## src/rtl/systolic_pkg.sv

```systemverilog
// Shared types, default widths and the MAC helper for the N x N systolic array.
// Contents: state_t (job FSM states), default parameter values, mac_step().
package systolic_pkg;

  typedef enum logic [1:0] {
    IDLE  = 2'd0,
    LOAD  = 2'd1,
    FLUSH = 2'd2,
    DONE  = 2'd3
  } state_t;

  localparam int DEF_N      = 2;
  localparam int DEF_DATA_W = 8;
  localparam int DEF_ACC_W  = 32;
  localparam int DEF_K_W    = 8;

  // The MAC is evaluated at a fixed wide width and truncated by the caller.
  // Truncating the low ACC_W bits yields the modulo-2^ACC_W sum for any
  // DATA_W <= 32 and ACC_W <= 64.
  localparam int MAC_W    = 64;
  localparam int MAC_IN_W = 32;

  function automatic logic signed [MAC_W-1:0] mac_step(
    input logic signed [MAC_W-1:0]    acc,
    input logic signed [MAC_IN_W-1:0] a,
    input logic signed [MAC_IN_W-1:0] b
  );
    logic signed [MAC_W-1:0] prod;
    prod = MAC_W'(a) * MAC_W'(b);
    return acc + prod;
  endfunction

endpackage

```

## src/rtl/systolic_array_nxn_if.sv

```systemverilog
// Operand/result bundle between fetch logic, the systolic array and write-back.
//   master: job control (start/k_len/accumulate), operand stream
//           (in_valid, a_col, b_row) and result acceptance (out_ready).
//   slave : in_ready, out_valid, c_flat (element (i,j) at i*N+j), busy.
interface systolic_array_nxn_if
  import systolic_pkg::*;
#(
  parameter int N      = DEF_N,
  parameter int DATA_W = DEF_DATA_W,
  parameter int ACC_W  = DEF_ACC_W,
  parameter int K_W    = DEF_K_W
);
  logic                      start;
  logic [K_W-1:0]            k_len;
  logic                      accumulate;
  logic                      in_valid;
  logic                      in_ready;
  logic [N*DATA_W-1:0]       a_col;
  logic [N*DATA_W-1:0]       b_row;
  logic                      out_valid;
  logic                      out_ready;
  logic [N*N*ACC_W-1:0]      c_flat;
  logic                      busy;

  modport master (
    output start, k_len, accumulate, in_valid, a_col, b_row, out_ready,
    input  in_ready, out_valid, c_flat, busy
  );

  modport slave (
    input  start, k_len, accumulate, in_valid, a_col, b_row, out_ready,
    output in_ready, out_valid, c_flat, busy
  );

endinterface

```

## src/rtl/systolic_pe.sv

```systemverilog
// One output-stationary processing element.
// Ports: clk, reset (async, active-low), clr (zero the accumulator),
//   a_in/a_vld_in from the left, b_in/b_vld_in from above,
//   a_out/b_out (+tags) registered pass-through, acc the running sum.
module systolic_pe
  import systolic_pkg::*;
#(
  parameter int DATA_W = DEF_DATA_W,
  parameter int ACC_W  = DEF_ACC_W
) (
  input  logic                     clk,
  input  logic                     reset,
  input  logic                     clr,
  input  logic signed [DATA_W-1:0] a_in,
  input  logic                     a_vld_in,
  input  logic signed [DATA_W-1:0] b_in,
  input  logic                     b_vld_in,
  output logic signed [DATA_W-1:0] a_out,
  output logic                     a_vld_out,
  output logic signed [DATA_W-1:0] b_out,
  output logic                     b_vld_out,
  output logic signed [ACC_W-1:0]  acc
);

  always_ff @(posedge clk or negedge reset) begin
    if (!reset) begin
      a_out     <= '0;
      a_vld_out <= 1'b0;
      b_out     <= '0;
      b_vld_out <= 1'b0;
      acc       <= '0;
    end else begin
      a_out     <= a_in;
      a_vld_out <= a_vld_in;
      b_out     <= b_in;
      b_vld_out <= b_vld_in;
      if (clr) begin
        acc <= '0;
      end else if (a_vld_in && b_vld_in) begin
        acc <= ACC_W'(mac_step(MAC_W'(acc), MAC_IN_W'(a_in), MAC_IN_W'(b_in)));
      end
    end
  end

endmodule

```

## src/rtl/systolic_array_nxn.sv

```systemverilog
// N x N output-stationary signed MAC array computing C = A*B over a streamed
// inner dimension. Ports: clk, reset (async, active-low), bus (slave side of
// systolic_array_nxn_if).
//
// state | meaning
// IDLE  | waiting for start; start with k_len=0 goes straight to DONE
// LOAD  | in_ready=1, one operand slice per in_valid beat
// FLUSH | 2N-1 cycles for the last skewed slice to reach PE (N-1,N-1)
// DONE  | out_valid=1, C held until out_ready
module systolic_array_nxn
  import systolic_pkg::*;
#(
  parameter int N      = DEF_N,
  parameter int DATA_W = DEF_DATA_W,
  parameter int ACC_W  = DEF_ACC_W,
  parameter int K_W    = DEF_K_W
) (
  input logic               clk,
  input logic               reset,
  systolic_array_nxn_if.slave bus
);

  localparam int FL_W = $clog2(2 * N);

  state_t            state_q, state_d;
  logic [K_W-1:0]    beat_cnt;
  logic [FL_W-1:0]   flush_cnt;
  logic              beat;
  logic              accept;
  logic              clr;

  assign beat   = bus.in_valid && (state_q == LOAD);
  assign accept = (state_q == IDLE) && bus.start;
  // Clearing on the accept edge guarantees the first beat sees a zero sum.
  assign clr    = accept && !bus.accumulate;

  always_ff @(posedge clk or negedge reset) begin
    if (!reset) state_q <= IDLE;
    else        state_q <= state_d;
  end

  always_comb begin
    state_d = state_q;
    case (state_q)
      IDLE:    if (bus.start) state_d = (bus.k_len == '0) ? DONE : LOAD;
      LOAD:    if (beat && beat_cnt == K_W'(1)) state_d = FLUSH;
      FLUSH:   if (flush_cnt == '0) state_d = DONE;
      DONE:    if (bus.out_ready) state_d = IDLE;
      default: state_d = IDLE;
    endcase
  end

  always_comb begin
    bus.in_ready  = (state_q == LOAD);
    bus.out_valid = (state_q == DONE);
    bus.busy      = (state_q != IDLE);
  end

  // Flush count is loaded with 2N-2 and DONE is entered on the edge after it
  // reaches zero, giving exactly 2N-1 cycles after the last accepted beat.
  always_ff @(posedge clk or negedge reset) begin
    if (!reset) begin
      beat_cnt  <= '0;
      flush_cnt <= '0;
    end else begin
      if (accept)    beat_cnt <= bus.k_len;
      else if (beat) beat_cnt <= beat_cnt - K_W'(1);
      if (state_q == LOAD && state_d == FLUSH)
        flush_cnt <= FL_W'(2 * N - 2);
      else if (state_q == FLUSH && flush_cnt != '0)
        flush_cnt <= flush_cnt - FL_W'(1);
    end
  end

  // Grid wiring: the extra column of a_h and row of b_v catch the outputs of
  // the boundary PEs and are intentionally left unread.
  logic signed [DATA_W-1:0] a_h  [N][N+1];
  logic                     a_hv [N][N+1];
  logic signed [DATA_W-1:0] b_v  [N+1][N];
  logic                     b_vv [N+1][N];
  logic signed [ACC_W-1:0]  acc_a [N][N];

  // Lane g is delayed by g registers so that A row i and B column j meet in
  // PE (i,j) on the same cycle. The beat flag travels with the data as a tag.
  for (genvar gi = 0; gi < N; gi++) begin : g_skew
    logic [DATA_W:0] a_lane, b_lane, a_edge, b_edge;
    assign a_lane = {beat, bus.a_col[gi*DATA_W +: DATA_W]};
    assign b_lane = {beat, bus.b_row[gi*DATA_W +: DATA_W]};

    if (gi == 0) begin : g_direct
      assign a_edge = a_lane;
      assign b_edge = b_lane;
    end else begin : g_delay
      logic [DATA_W:0] a_sr [gi];
      logic [DATA_W:0] b_sr [gi];
      always_ff @(posedge clk or negedge reset) begin
        if (!reset) begin
          for (int k = 0; k < gi; k++) begin
            a_sr[k] <= '0;
            b_sr[k] <= '0;
          end
        end else begin
          a_sr[0] <= a_lane;
          b_sr[0] <= b_lane;
          for (int k = 1; k < gi; k++) begin
            a_sr[k] <= a_sr[k-1];
            b_sr[k] <= b_sr[k-1];
          end
        end
      end
      assign a_edge = a_sr[gi-1];
      assign b_edge = b_sr[gi-1];
    end

    assign a_h[gi][0]  = a_edge[DATA_W-1:0];
    assign a_hv[gi][0] = a_edge[DATA_W];
    assign b_v[0][gi]  = b_edge[DATA_W-1:0];
    assign b_vv[0][gi] = b_edge[DATA_W];
  end

  for (genvar gi = 0; gi < N; gi++) begin : g_row
    for (genvar gj = 0; gj < N; gj++) begin : g_col
      systolic_pe #(.DATA_W(DATA_W), .ACC_W(ACC_W)) u_pe (
        .clk       (clk),
        .reset     (reset),
        .clr       (clr),
        .a_in      (a_h[gi][gj]),
        .a_vld_in  (a_hv[gi][gj]),
        .b_in      (b_v[gi][gj]),
        .b_vld_in  (b_vv[gi][gj]),
        .a_out     (a_h[gi][gj+1]),
        .a_vld_out (a_hv[gi][gj+1]),
        .b_out     (b_v[gi+1][gj]),
        .b_vld_out (b_vv[gi+1][gj]),
        .acc       (acc_a[gi][gj])
      );
    end
  end

  always_comb begin
    bus.c_flat = '0;
    for (int i = 0; i < N; i++)
      for (int j = 0; j < N; j++)
        bus.c_flat[(i*N+j)*ACC_W +: ACC_W] = acc_a[i][j];
  end

endmodule
```

## src/flat_wrapper.sv

```systemverilog
// flat-port wrapper written by rule: the top's interface ports become plain ports
module systolic_array_nxn_flat import systolic_pkg::*;
#(
  parameter int N      = DEF_N,
  parameter int DATA_W = DEF_DATA_W,
  parameter int ACC_W  = DEF_ACC_W,
  parameter int K_W    = DEF_K_W
)
  (clk, reset, bus_start, bus_k_len, bus_accumulate, bus_in_valid, bus_a_col, bus_b_row, bus_out_ready, bus_in_ready, bus_out_valid, bus_c_flat, bus_busy);
  systolic_array_nxn_if #(.N(N), .DATA_W(DATA_W), .ACC_W(ACC_W), .K_W(K_W)) bus_i ();
  input logic clk;
  input logic reset;
  input wire logic [$bits(bus_i.start)-1:0] bus_start;
  input wire logic [$bits(bus_i.k_len)-1:0] bus_k_len;
  input wire logic [$bits(bus_i.accumulate)-1:0] bus_accumulate;
  input wire logic [$bits(bus_i.in_valid)-1:0] bus_in_valid;
  input wire logic [$bits(bus_i.a_col)-1:0] bus_a_col;
  input wire logic [$bits(bus_i.b_row)-1:0] bus_b_row;
  input wire logic [$bits(bus_i.out_ready)-1:0] bus_out_ready;
  output wire logic [$bits(bus_i.in_ready)-1:0] bus_in_ready;
  output wire logic [$bits(bus_i.out_valid)-1:0] bus_out_valid;
  output wire logic [$bits(bus_i.c_flat)-1:0] bus_c_flat;
  output wire logic [$bits(bus_i.busy)-1:0] bus_busy;
  assign bus_i.start = bus_start;
  assign bus_i.k_len = bus_k_len;
  assign bus_i.accumulate = bus_accumulate;
  assign bus_i.in_valid = bus_in_valid;
  assign bus_i.a_col = bus_a_col;
  assign bus_i.b_row = bus_b_row;
  assign bus_i.out_ready = bus_out_ready;
  assign bus_in_ready = bus_i.in_ready;
  assign bus_out_valid = bus_i.out_valid;
  assign bus_c_flat = bus_i.c_flat;
  assign bus_busy = bus_i.busy;
  systolic_array_nxn #(.N(N), .DATA_W(DATA_W), .ACC_W(ACC_W), .K_W(K_W)) u_core (.clk(clk), .reset(reset), .bus(bus_i));
endmodule
```

## config.mk

```make
export PLATFORM = sky130hd
export DESIGN_NAME = systolic_array_nxn_flat
export DESIGN_NICKNAME = d
export VERILOG_FILES = /design/src/rtl/systolic_pkg.sv /design/src/rtl/systolic_array_nxn_if.sv /design/src/rtl/systolic_pe.sv /design/src/rtl/systolic_array_nxn.sv /design/src/flat_wrapper.sv
export SDC_FILE = /design/constraint.sdc
export NUM_CORES = 2
export LEC_CHECK = 0
export CAP_MARGIN = 0
export CORE_MARGIN = 10
export CORE_UTILIZATION = 40
export DETAILED_ROUTE_END_ITERATION = 10
export PLACE_DENSITY = 0.62
export SETUP_SLACK_MARGIN = 0.15
export SLEW_MARGIN = 10
export SYNTH_ARGS = -nofsm -noshare
export SYNTH_HDL_FRONTEND = slang
export SYNTH_SLANG_ARGS = --single-unit
```

## constraint.sdc

```tcl
create_clock -name clk -period 12.9 [get_ports clk]
set_input_delay 2.58 -clock clk [delete_from_list [all_inputs] [get_ports clk]]
set_output_delay 2.58 -clock clk [all_outputs]
set_load 0.01 [all_outputs]
```

==> tab_implementation.tex <==
\begin{tabular}{lr}
\hline
Metric & Value \\
\hline
\multicolumn{2}{l}{\textbf{Synth}} \\
Most used flip-flop cell after synthesis & sky130\_fd\_sc\_hd\_\_dfrtp\_1 \\
EDFF count, synth & 0 \\
Avg Inst Size Synth & 10.6 sq um \\
Leading cell types by total area after synthesis & sky130\_fd\_sc\_hd\_\_fa\_1, sky130\_fd\_sc\_hd\_\_dfrtp\_1, sky130\_fd\_sc\_hd\_\_ha\_1 \\
Largest family of logic cells by synthesized area & adder cells \\
Warnings, synthesis & 0 \\
Post-synthesis simple-gate area fraction & 10.9\% \\
Portion of the post-synthesis area used by sequential elements & 16.9\% \\
Area share of the leading cell type in the synthesized netlist & 38.8\% \\
Synthesized flop and latch total & 190 \\
Top cell type by total area after synthesis & sky130\_fd\_sc\_hd\_\_fa\_1 \\
Share of the synthesized area in compound gates (AO/OA/AOI/OAI) & 8.58\% \\
Yosys cell types & 72 \\
Async S/R FF share, synth & 100\% \\
Most common library cells after synthesis & sky130\_fd\_sc\_hd\_\_fa\_1, sky130\_fd\_sc\_hd\_\_inv\_1, sky130\_fd\_sc\_hd\_\_ha\_1 \\
Number of instances in the synthesized netlist & 2646 \\
Post-synthesis net count & 3519 \\
Xor and xnor fraction of the mapped netlist area & 3.77\% \\
Area of the mapped netlist & 28100 sq um \\
Post-synthesis adder-cell area fraction & 51.4\% \\
Most frequently used cell type in the post-synthesis netlist & sky130\_fd\_sc\_hd\_\_fa\_1 \\
Multiplexer area fraction after synthesis & 2.40\% \\
\multicolumn{2}{l}{\textbf{Clock network}} \\
Clock-pin slew reported for the worst setup and hold paths after clock tree synthesis & 0.08 ns \\
Maximum level of the CTS H-tree & 4 \\
Worst-Skew Late Latency & 0.50 ns \\
Root buffer cell & sky130\_fd\_sc\_hd\_\_clkbuf\_16 \\
Setup repair bufs after CTS & 0 \\
Number of clock buffers inserted by TritonCTS & 17 \\
Clock tree from TritonCTS & built \\
Clock sink total & 190 \\
Number of hold-repair buffers added at the cts stage & 0 \\
Maximum clock insertion buffer count & 2 \\
Number of gates resized after CTS & 0 \\
\multicolumn{2}{l}{\textbf{Place}} \\
Number of input and output port buffers inserted & 176 \\
Detailed-placement wirelength estimate & 57.5 mm \\
GPL Wtd Cong & 0.895 \\
\multicolumn{2}{l}{\textbf{GRT}} \\
Global-route total usage across every layer & 18.2\% \\
Largest net degree at the start of global routing & 67 \\
Gr ovfl total & 0 \\
Via count of the first global-routing pass & 21600 \\
Wire length of the first global-routing pass & 117 mm \\
Antenna violations before repair & 0 \\
\multicolumn{2}{l}{\textbf{Timing}} \\
Number of pins with negative max-slew slack in the final report & 0 \\
Fmax achieved & 116 MHz \\
Worst max-slew margin expressed relative to the limit & 34.8\% \\
Final-report hold violation count & 0 \\
Share of the cycle needed by the critical path after routing & 67.0\% \\
Final worst clock skew & 0.0176 ns \\
Sum Neg Setup Slack & 0 ns \\
Fin Hold WS & 0.529 ns \\
Unrepaired setup endpoints after global routing & no \\
Actual transition at the worst max-transition pin & 0.977 ns \\
Time the worst path needs with I/O delays and setup & 8.64 ns \\
Endpoints failing setup & 0 \\
\multicolumn{2}{l}{\textbf{Floorplan}} \\
Starting density of the core & 40.2\% \\
Num ports & 177 \\
Core Rows & 97 \\
Total die area & 81200 sq um \\
Die Y-Extent & 285 microns \\
Horizontal die dimension & 285 microns \\
CORE AREA & 69800 sq um \\
\multicolumn{2}{l}{\textbf{Critical path}} \\
Worst setup path class & input port to flip-flop \\
Worst R2R Setup Slack & 6.34 ns \\
Highest net fanout along the worst path & 13 \\
Critical register-to-register path endpoint & u\_core.g\_row[1].g\_col[0].u\_pe.acc[29] \\
Startpoint of the most critical register-to-register path & u\_core.g\_row[0].g\_col[0].u\_pe.b\_out[2] \\
Worst EP arrival & 9.03 ns \\
Family with the most delay on the worst path & adder cells \\
Top cell by count, worst path & sky130\_fd\_sc\_hd\_\_fa\_1 \\
Cell with the biggest individual delay on the critical path & sky130\_fd\_sc\_hd\_\_clkdlybuf4s50\_1 \\
CP Buf/Inv Count & 2 \\
Crit end category & flip-flop \\
Crit path required time & 13.29 ns \\
Worst Setup Start Kind & input port \\
Number of cells on the worst reg-to-reg path & 17 \\
Largest incremental delay on the critical path & 0.67 ns \\
Critical Path, Cell by Cell & clkdlybuf4s50\_1, nand2\_1, fa\_1, fa\_1, inv\_1, fa\_1, fa\_1, ha\_1, ha\_1, a211oi\_1, nand2\_1, a221oi\_1, nor3\_1, a21oi\_2, a21oi\_1, o21a\_1, or3\_1, a32o\_1 \\
\multicolumn{2}{l}{\textbf{Final layout}} \\
Share of cells above drive strength 1 & 2.59\% \\
Layout-stage area growth over the synthesis result & 12.3\% \\
Area of combinational cells with multiple inputs & 21700 sq um \\
Total area of sequential cells & 4760 sq um \\
Filler cell count in the final layout & 6585 \\
Total number of nets in the final design & 3676 \\
\multicolumn{2}{l}{\textbf{Routing}} \\
Detailed Route WL & 70.5 mm \\
Via density & 5.16 \\
Average detailed-routed wire length per instance & 18.8 microns \\
Remaining number of nets flagged by the antenna check after routing & 0 \\
Via count & 19400 \\
First-pass iteration count of the detailed router & 5 \\
Number of remaining DRC errors & 0 \\
Initial drt markers & 1100 \\
\multicolumn{2}{l}{\textbf{Min path}} \\
Hold Startpoint & u\_core.beat\_cnt[5] \\
End point of the worst hold path & u\_core.beat\_cnt[5] \\
Worst hold-check path type & flip-flop to flip-flop \\
Cell depth of the worst min-delay path & 1 \\
\multicolumn{2}{l}{\textbf{Outcome}} \\
Outcome & finished, final reports clean \\
\multicolumn{2}{l}{\textbf{Job}} \\
Max-cap violations & 0 \\
\hline
\end{tabular}
-- worst max path at each step --
stage / start / endpoint / slack [ns] / cells after the start
2_1_floorplan: bus_a_col[7] / u_core.g_row[0].g_col[0].u_pe.acc[24] / 4.70 / 18
3_3_place_gp: bus_b_row[2] / u_core.g_row[0].g_col[0].u_pe.acc[30] / 3.83 / 18
3_5_place_dp: bus_b_row[2] / u_core.g_row[0].g_col[0].u_pe.acc[28] / 3.74 / 18
4_1_cts: bus_b_row[2] / u_core.g_row[0].g_col[0].u_pe.acc[28] / 4.29 / 18
5_1_grt: bus_b_row[2] / u_core.g_row[0].g_col[0].u_pe.acc[31] / 3.87 / 18
6_report: bus_b_row[2] / u_core.g_row[0].g_col[0].u_pe.acc[31] / 4.26 / 18
-- registers in the layout, summed over array words and instances (netlist names), 2 cells and up --
register and cells:
u_core.g_row.g_col.u_pe.acc 128, u_core.state_q 2, u_core.g_row.g_col.u_pe.a_out 16, u_core.beat_cnt 8, u_core.g_skew.b_edge 8, u_core.g_skew.a_edge 9, u_core.g_row.g_col.u_pe.b_out 16, u_core.flush_cnt 2
-- layout make-up --
cell class,count,share of cell area (%)
Timing Repair Buffer,190,6.00
Clock buffer,18,1.36
Tap cell,940,3.73
Inverter,396,4.71
Clock inverter,14,0.432
Antenna cell,1,0.00794
Multi-Input combinational cell,2008,68.7
Sequential cell,190,15.1
-- logic make-up (layout without fill, tap and decap cells) --
| family | Yosys count | in the layout |
|---|---|---|
| adder cells (fa/ha/maj) | 827 | 827 |
| AND/OR/NAND/NOR | 623 | 623 |
| buffers and inverters | 448 | 618 |
| AO/OA/AOI/OAI | 370 | 370 |
| flip-flops | 190 | 190 |
| XOR/XNOR | 121 | 121 |
| multiplexers | 67 | 67 |
| other | 0 | 1 |
-- routing by layer --
layer  wire length (microns)  vias to the layer above  track usage [%]
li1                        -                     8891                -
met5                       0                        -                0
met4                    1420                        0             4.90
met1                   30600                     9992             23.6
met3                    3880                       74             3.88
met2                   34500                      426             30.4
-- layout by cell type (no fill, tap or decap), types with 23 or more instances in the layout --
cell / n
sky130_fd_sc_hd__nand2_1: 185
sky130_fd_sc_hd__nand3_1: 44
sky130_fd_sc_hd__o21ai_0: 86
sky130_fd_sc_hd__xor2_1: 34
sky130_fd_sc_hd__and2_1: 128
sky130_fd_sc_hd__inv_1: 395
sky130_fd_sc_hd__nor2b_1: 33
sky130_fd_sc_hd__fa_1: 544
sky130_fd_sc_hd__clkdlybuf4s50_1: 175
sky130_fd_sc_hd__ha_1: 283
sky130_fd_sc_hd__dfrtp_1: 188
sky130_fd_sc_hd__a21oi_1: 93
sky130_fd_sc_hd__a21o_1: 31
sky130_fd_sc_hd__mux2i_1: 64
sky130_fd_sc_hd__nor2_1: 134
sky130_fd_sc_hd__xnor2_1: 87
sky130_fd_sc_hd__a211oi_1: 27
sky130_fd_sc_hd__nor3_1: 23
-- stage by stage --
stage	instances	instance area (sq um)	utilization (%)	setup WS, ns
2_1_floorplan	2646	28100	-	4.70
3_3_place_gp	3723	30900	44.3	3.83
3_5_place_dp	3723	30900	44.3	3.74
4_1_cts	3755	31500	45.1	4.29
5_1_grt	3756	31500	45.2	3.87
6_report	3757	31500	45.2	4.26
Power is left out: the tool's default activity adds up to more than one toggle a clock period on the data nets, which glitch-free logic cannot reach.
